### config.mk
export PLATFORM = sky130hd
export DESIGN_NAME = ddr3_wr_dq_feed
export DESIGN_NICKNAME = d
export VERILOG_FILES = /design/src/rtl/ddr3_wr_dq_feed.sv
export SDC_FILE = /design/constraint.sdc
export NUM_CORES = 1
export LEC_CHECK = 0
export CAP_MARGIN = 20
export CORE_AREA = 2 2 162 164
export DETAILED_ROUTE_END_ITERATION = 8
export DIE_AREA = 0 0 164 166
export GPL_TIMING_DRIVEN = 0
export HOLD_SLACK_MARGIN = 0.15
export PLACE_DENSITY_LB_ADDON = 0.1
export SETUP_SLACK_MARGIN = 0.3
export SLEW_MARGIN = 5
export SYNTH_ARGS = -nofsm -noshare
export SYNTH_HDL_FRONTEND = slang
export SYNTH_SLANG_ARGS = --single-unit
### constraint.sdc
create_clock -name SCLK -period 9.3 [get_ports SCLK]
set_clock_uncertainty 0.2 [all_clocks]
set_input_delay 2.325 -clock SCLK [delete_from_list [all_inputs] [get_ports SCLK]]
set_output_delay 2.325 -clock SCLK [all_outputs]
set_load 0.03 [all_outputs]
### src/rtl/ddr3_wr_dq_feed.sv
`default_nettype none
// ============================================================================
// Module   : ddr3_wr_dq_feed
// Purpose  : SCLK-domain feed for the 4:1 DDR3 write-path output serializers.
//            Buffers controller write words and releases each BL8 burst
//            (two 4-beat words) exactly WL_SCLK cycles after the WRITE
//            command, along with DQ/DQS output enables and the DQS pattern.
// Revision : 1.0 - initial release
// ============================================================================
module ddr3_wr_dq_feed #(
    parameter int DQ_W       = 8,
    parameter int DM_W       = 1,
    parameter int FIFO_DEPTH = 8,
    parameter int WL_SCLK    = 3
) (
    input  logic                SCLK,
    input  logic                RSTB,
    input  logic                wr_data_valid,
    output logic                wr_data_ready,
    input  logic [4*DQ_W-1:0]   wr_data,
    input  logic [4*DM_W-1:0]   wr_mask,
    input  logic                wr_cmd,
    output logic [DQ_W-1:0]     dq_d0,
    output logic [DQ_W-1:0]     dq_d1,
    output logic [DQ_W-1:0]     dq_d2,
    output logic [DQ_W-1:0]     dq_d3,
    output logic [DM_W-1:0]     dm_d0,
    output logic [DM_W-1:0]     dm_d1,
    output logic [DM_W-1:0]     dm_d2,
    output logic [DM_W-1:0]     dm_d3,
    output logic                dq_oe,
    output logic                dqs_oe,
    output logic [3:0]          dqs_d,
    output logic                busy,
    output logic                err_underrun,
    output logic                err_ccd
);

    localparam int              c_AW      = $clog2(FIFO_DEPTH);
    localparam int              c_DW      = 4 * DQ_W;
    localparam int              c_MW      = 4 * DM_W;
    localparam int              c_WW      = c_DW + c_MW;
    localparam logic [c_AW:0]   c_PTR_ONE = 1;
    localparam logic [3:0]      c_DQS_PAT = 4'b0101;

    // Write latency below 2 leaves no room for the DQS preamble slot.
    generate
        if (WL_SCLK < 2 || WL_SCLK > 15) begin : g_bad_wl
            $error("ddr3_wr_dq_feed: WL_SCLK must be in 2..15");
        end
    endgenerate

    // FIFO storage: each entry is {mask, data}
    logic [c_WW-1:0]    r_mem [FIFO_DEPTH];
    logic [c_AW:0]      r_wptr;
    logic [c_AW:0]      r_rptr;
    logic               w_empty;
    logic               w_full;
    logic               w_push;
    logic               w_pop;

    // Launch pipeline and burst tracking
    logic [WL_SCLK-1:0] r_tok;
    logic               r_second;   // second word of a burst is due next edge
    logic               r_post;     // second word is on the outputs now
    logic               w_cmd_ok;
    logic               w_pop_req;

    // Registered serializer-side outputs
    logic [c_DW-1:0]    r_dq;
    logic [c_MW-1:0]    r_dm;
    logic               r_dq_oe;
    logic               r_dqs_oe;
    logic [3:0]         r_dqs_d;
    logic               r_err_udr;
    logic               r_err_ccd;

    assign w_empty       = (r_wptr == r_rptr);
    assign w_full        = (r_wptr[c_AW-1:0] == r_rptr[c_AW-1:0]) &&
                           (r_wptr[c_AW] != r_rptr[c_AW]);
    assign wr_data_ready = !w_full;
    assign w_push        = wr_data_valid && !w_full;

    // A word is due when a token reaches the pipeline end, and again one cycle later.
    assign w_pop_req     = r_tok[WL_SCLK-1] | r_second;
    assign w_pop         = w_pop_req && !w_empty;

    // A token inserted on the previous edge is still in stage 0: too close, drop.
    assign w_cmd_ok      = wr_cmd && !r_tok[0];

    // FIFO data array, written on accepted pushes only
    always_ff @(posedge SCLK) begin
        if (w_push) begin
            r_mem[r_wptr[c_AW-1:0]] <= {wr_mask, wr_data};
        end
    end

    // FIFO pointers
    always_ff @(posedge SCLK) begin
        if (RSTB) begin
            r_wptr <= '0;
            r_rptr <= '0;
        end else begin
            if (w_push) r_wptr <= r_wptr + c_PTR_ONE;
            if (w_pop)  r_rptr <= r_rptr + c_PTR_ONE;
        end
    end

    // Launch token shift register and burst phase tracking
    always_ff @(posedge SCLK) begin
        if (RSTB) begin
            r_tok    <= '0;
            r_second <= 1'b0;
            r_post   <= 1'b0;
        end else begin
            r_tok    <= {r_tok[WL_SCLK-2:0], w_cmd_ok};
            r_second <= r_tok[WL_SCLK-1];
            r_post   <= r_second;
        end
    end

    // Output register: data/mask, enables, DQS pattern and sticky errors
    always_ff @(posedge SCLK) begin
        if (RSTB) begin
            r_dq      <= '0;
            r_dm      <= '0;
            r_dq_oe   <= 1'b0;
            r_dqs_oe  <= 1'b0;
            r_dqs_d   <= 4'b0000;
            r_err_udr <= 1'b0;
            r_err_ccd <= 1'b0;
        end else begin
            r_dq_oe  <= w_pop_req;
            // preamble (one before data), both data cycles, postamble (one after)
            r_dqs_oe <= r_tok[WL_SCLK-2] | w_pop_req | r_post;
            r_dqs_d  <= w_pop_req ? c_DQS_PAT : 4'b0000;
            if (!w_pop_req) begin
                r_dq <= '0;
                r_dm <= '0;
            end else if (w_empty) begin
                // missing word: drive zeros and mask every byte
                r_dq <= '0;
                r_dm <= '1;
            end else begin
                {r_dm, r_dq} <= r_mem[r_rptr[c_AW-1:0]];
            end
            if (w_pop_req && w_empty) r_err_udr <= 1'b1;
            if (wr_cmd && r_tok[0])   r_err_ccd <= 1'b1;
        end
    end

    assign dq_d0        = r_dq[0*DQ_W +: DQ_W];
    assign dq_d1        = r_dq[1*DQ_W +: DQ_W];
    assign dq_d2        = r_dq[2*DQ_W +: DQ_W];
    assign dq_d3        = r_dq[3*DQ_W +: DQ_W];
    assign dm_d0        = r_dm[0*DM_W +: DM_W];
    assign dm_d1        = r_dm[1*DM_W +: DM_W];
    assign dm_d2        = r_dm[2*DM_W +: DM_W];
    assign dm_d3        = r_dm[3*DM_W +: DM_W];
    assign dq_oe        = r_dq_oe;
    assign dqs_oe       = r_dqs_oe;
    assign dqs_d        = r_dqs_d;
    assign err_underrun = r_err_udr;
    assign err_ccd      = r_err_ccd;
    assign busy         = (|r_tok) | r_second | r_post | r_dq_oe | r_dqs_oe;

endmodule
`default_nettype wire

# After elaboration in Yosys (flattened, before gate mapping)
# Memory sizes are Yosys's and may differ from the RTL's. A register that Yosys moved wholly into a read port is not among the register bits.
# Index checks and enable logic that the tools add are counted.
[totals]
reg_bits = 57
ram_bits = 288
inputBits = 40
out_inout_bits = 46
word_cells = 44
n_memories = 1
[op_classes]
n_addsub = 2
n_eq_ne = 3
mux = 6
n_bitwise = 8
n_reduce_logical = 12
[memory_table]
columns = ["name", "depth", "width", "rd", "rd_ports_with_merged_regs", "write_ports", "line", "rtl"]
rows = [
  ["r_mem", 8, 36, 1, 1, 1, "54", "logic [c_WW-1:0] r_mem [FIFO_DEPTH];"],
]
[ops]
columns = ["operator", "count"]
rows = [
  ["two-way mux 3 bit", 3],
  ["adder 4 x 1 -> 4 bit, second input constant", 2],
  ["OR 1 bit", 7],
  ["logical AND 1 bit", 6],
  ["OR reduction 3 bit", 2],
  ["equality test 4 bit", 1],
  ["two-way mux 4 bit", 1],
  ["equality test 3 bit", 1],
  ["logical NOT 1 bit", 3],
  ["two-way mux 1 bit", 2],
  ["OR reduction 2 bit", 1],
  ["inequality test 1 bit", 1],
  ["NOT 1 bit", 1],
]

# Logic depth before layout (Yosys ltp)
[logic_depth]
ltp_word = 6
depth_mapped = 6
ltp_nobuf = 4

# Worst setup path after synthesis
# Ideal clock, no wire load.
[synth_timing]
kind = "input to register"
start = "input port wr_data_valid"
end = "memory r_mem[4][0] in the netlist's numbering (enable)"
setup_time_ns = 0.474
t_arrival_ns = 5.411
t_required_ns = 8.626
path_slack_ns = 3.215
cell_stages = 4
n_path_buf = 0
path_cell_list = "inv_1 -> a41o_2 -> or2_2 -> nor3_1"
[synth_between]
elab_chain_len = 3
[synth_rtl]
columns = ["item", "line", "rtl"]
rows = [
  ["start: declaration", "18", "input logic wr_data_valid,"],
  ["logical AND 1 bit", "82", "assign w_push = wr_data_valid && !w_full;"],
  ["two-way mux 1 bit", "93", "if (w_push) begin"],
  ["two-way mux 1 bit (implied by the code)", "94", "r_mem[r_wptr[c_AW-1:0]] <= {wr_mask, wr_data};"],
  ["end: declaration", "54", ""],
]
# Every way passes these cells.

# Worst setup path in the final report
[layout_timing]
start = "register r_wptr[0]"
end = "output port wr_data_ready"
[layout_between]
elab_chain_len = 3
[layout_rtl]
columns = ["item", "line", "rtl"]
rows = [
  ["start: declaration", "55", "logic [c_AW:0] r_wptr;"],
  ["start signal: assignment", "104", "if (w_push) r_wptr <= r_wptr + c_PTR_ONE;"],
  ["equality test 3 bit", "79", "assign w_full = (r_wptr[c_AW-1:0] == r_rptr[c_AW-1:0]) &&"],
  ["logical AND 1 bit", "79", ""],
  ["logical NOT 1 bit", "81", "assign wr_data_ready = !w_full;"],
  ["end: declaration", "19", "output logic wr_data_ready,"],
]
# Every way passes these cells.

==> reports/qor.yml <==
outcome:
  outcome: "finished, final reports clean"
worst_setup_path:
  worstPathMaxFanout: 7
  cp.arrival_ns: 2.20
  path_class: "reg -> out"
  crit_required_ns: 6.78
  reg2reg_to: "r_mem[2][0]"
  start_kind: "flop"
  reg2reg_setup_slack_ns: 6.41
  endpoint_kind: "primary output"
  ff2ff_path_depth: 5
  reg2reg_from: "r_wptr[1]"
global_routing:
  antenna_found_initial: 1
  grt_max_degree: 21
  grt_pass1_vias: 6262
  grtUsageTotal: 0.188
  overflow: 0
  grt_pass1_wl_um: 37600
timing:
  tightest_slew_ns: 0.943
  setup_viol: 0
  finalHoldViolations: 0
  fin_crit_ns: 4.73
  fmax_ghz: 0.212
  fin_ws_ns: 4.57
  drv_slew: 0
  relSlewSlack: 0.371
  min_period_over_period: 0.508
  rsz0062_at_grt: "no"
worst_hold_path:
  min-delay-start: "err_ccd"
  hp-class: "reg -> reg"
  worstHoldEndpoint: "err_ccd"
  whs_path_depth: 2
routing:
  vias: 5941
  ant_nets: 0
  drtPass1Iterations: 5
  drc: 0
  via_per_inst: 5.45
  wl_per_cell_um: 22.4
  drt_wl_total_um: 24500
  drt_iter0_markers: 478
placed_design:
  gp_congestion: 0.705
  place_worst_setup_slack_ns: 4.26
  dp_cells: 1026
  dpl.hpwl_um: 15200
  port_buffers: 83
  dpl_cell_area_sq_um: 14100
synthesis:
  synth.avg_cell_area_sq_um: 21.2
  synth_mux_area_frac: 0.162
  synth_top_flop_cell: "edfxtp_1"
  synth_xor_area_frac: 0.00490
  synthDistinctLibCells: 34
  synthesis.area_sq_um: 12500
  synthAdderAreaFrac: 0.00200
  synth_compound_area_frac: 0.00860
  synth_seq_cells: 344
  ys_seq_area_frac: 0.781
  yosys.area_share.simple: 0.0273
  synth_edf_count: 288
  synth_top_family_by_area: "multiplexers"
  synthCells: 589
  synthArstFlopShare: 0
  synth_warnings: 0
floorplanning:
  initial_core_util: 0.488
  dieArea_sq_um: 27200
  coreArea_sq_um: 25600
  die_w_um: 164
  pin_count: 86
  die_h_um: 166
  row_count: 59
pwr:
  switching_share: 0.200
  p_switching_uw: 644
  p_leak_uw: 0.00483
  p_clk_frac: 0.421
  peakVddDrop_mv: 0.132
  p_per_area_nw_per_um2: 212
  combinationalPowerShare: 0.045
  seqPwrFrac: 0.533
  p_int_uw: 2580
clock_tree:
  clk_latency_ns: 0.52
  h-tree-depth: 2
  clk_pin_slew_ns: 0.06
  clkSinkCount: 344
  cts_root_buf: "clkbuf_16"
  hold_buffers: 0
  cts_resized: 0
  cts_setup_buffers: 0
  cts_buffers: 36
  cts_max_path_buffers: 3
  cts_tree: "built"
layout:
  final_cell_mix: "edfxtp_1 (288), clkdlybuf4s50_1 (83), mux4_2 (72)"
  stdcell_area_sq_um: 15200
  final_nets: 771
  area_growth_pct: 21.4
  antenna_cells: 0
  finalNonFillerCells: 1091
  post-route-util: 0.593
  drive_gt1_frac: 0.233
  final_common_cell: "edfxtp_1"
job:
  drv_cap: 0
[critical path, cell delays in order (launching register included)]
cell and delay, ns:
dfxtp_1 0.33, buf_6 0.14, xnor2_1 0.33, and2_1 0.20, nand3_1 0.08, clkdlybuf4s50_1 0.62
[power groups by stage]
stage	sequential, uW	combinational (uW)	clock [uW]
2_1_floorplan	1760	72.3	0
3_3_place_gp	1750	134	0
3_5_place_dp	1750	149	0
4_1_cts	1720	149	1390
5_1_grt	1720	160	1450
6_report	1720	146	1360
[state kept, by name, summed over array words and instances (netlist names), named ones only]
register,flops
r_rptr,4
err_ccd,1
r_tok,3
r_second,1
err_underrun,1
r_wptr,4
r_dm,4
r_post,1
r_dq,32
r_mem,288
dqs_oe,1
dqs_d,1
[per-stage QoR]
| stage | total power [uW] | hold slack (ns) | setup TNS [ns] |
|---|---|---|---|
| floorplan | 1830 | 0.235 | 0 |
| global placement | 1890 | 0.258 | -5.10 |
| detailed placement | 1900 | 0.256 | 0 |
| CTS | 3260 | 0.270 | 0 |
| global route | 3330 | 0.287 | 0 |
| finish | 3220 | 0.269 | 0 |
[layer usage]
metal	global-route usage	up-vias	part of all wire
met4	0.0511	2	0.018
li1	-	2647	-
met1	0.259	3078	0.42
met2	0.311	174	0.52
met3	0.0337	40	0.049
met5	0	-	0.00045
[kinds of logic (layout without fill, tap and decap cells)]
group,Yosys count,after routing
xor+xnor,7,7
mux,112,112
buf+inv,35,201
flops,344,344
other cells,1,2
simple gates,74,74
fa+ha+maj,2,2
compound gates,14,14
[cell usage after synthesis (3+ instances only)]
master,number,area share
a21oi_1,8,0.0032
buf_2,12,0.0048
buf_4,5,0.0030
clkbuf_1,11,0.0033
dfxtp_1,56,0.090
edfxtp_1,288,0.69
inv_1,5,0.0015
mux2i_1,38,0.030
mux4_2,72,0.13
nand2b_1,3,0.0015
nand3_1,3,0.0012
nor2_1,50,0.015
nor2b_1,6,0.0030
nor3_1,3,0.0012
xnor2_1,5,0.0035
[how the worst max path moves through the flow]
stage / end / start
after global placement: r_mem[0][28] / wr_data_valid
after CTS: wr_data_ready / r_wptr[0]
after floorplan: r_mem[4][0] / wr_data_valid
final: wr_data_ready / r_wptr[0]
after global routing: wr_data_ready / r_wptr[0]
after detailed placement: r_mem[2][3] / wr_data_valid
[final cells by class]
class | count | area [sq um]
inverter | 5 | 18.8
fill | 1863 | 10400
sequential | 344 | 9770
multi-input combinational | 211 | 2620
clock buffer | 48 | 987
buffer | 30 | 155
timing repair buffer | 101 | 1080
tap | 335 | 419
clock inverter | 17 | 140
Note: power is estimated with default switching activity, not from simulation.
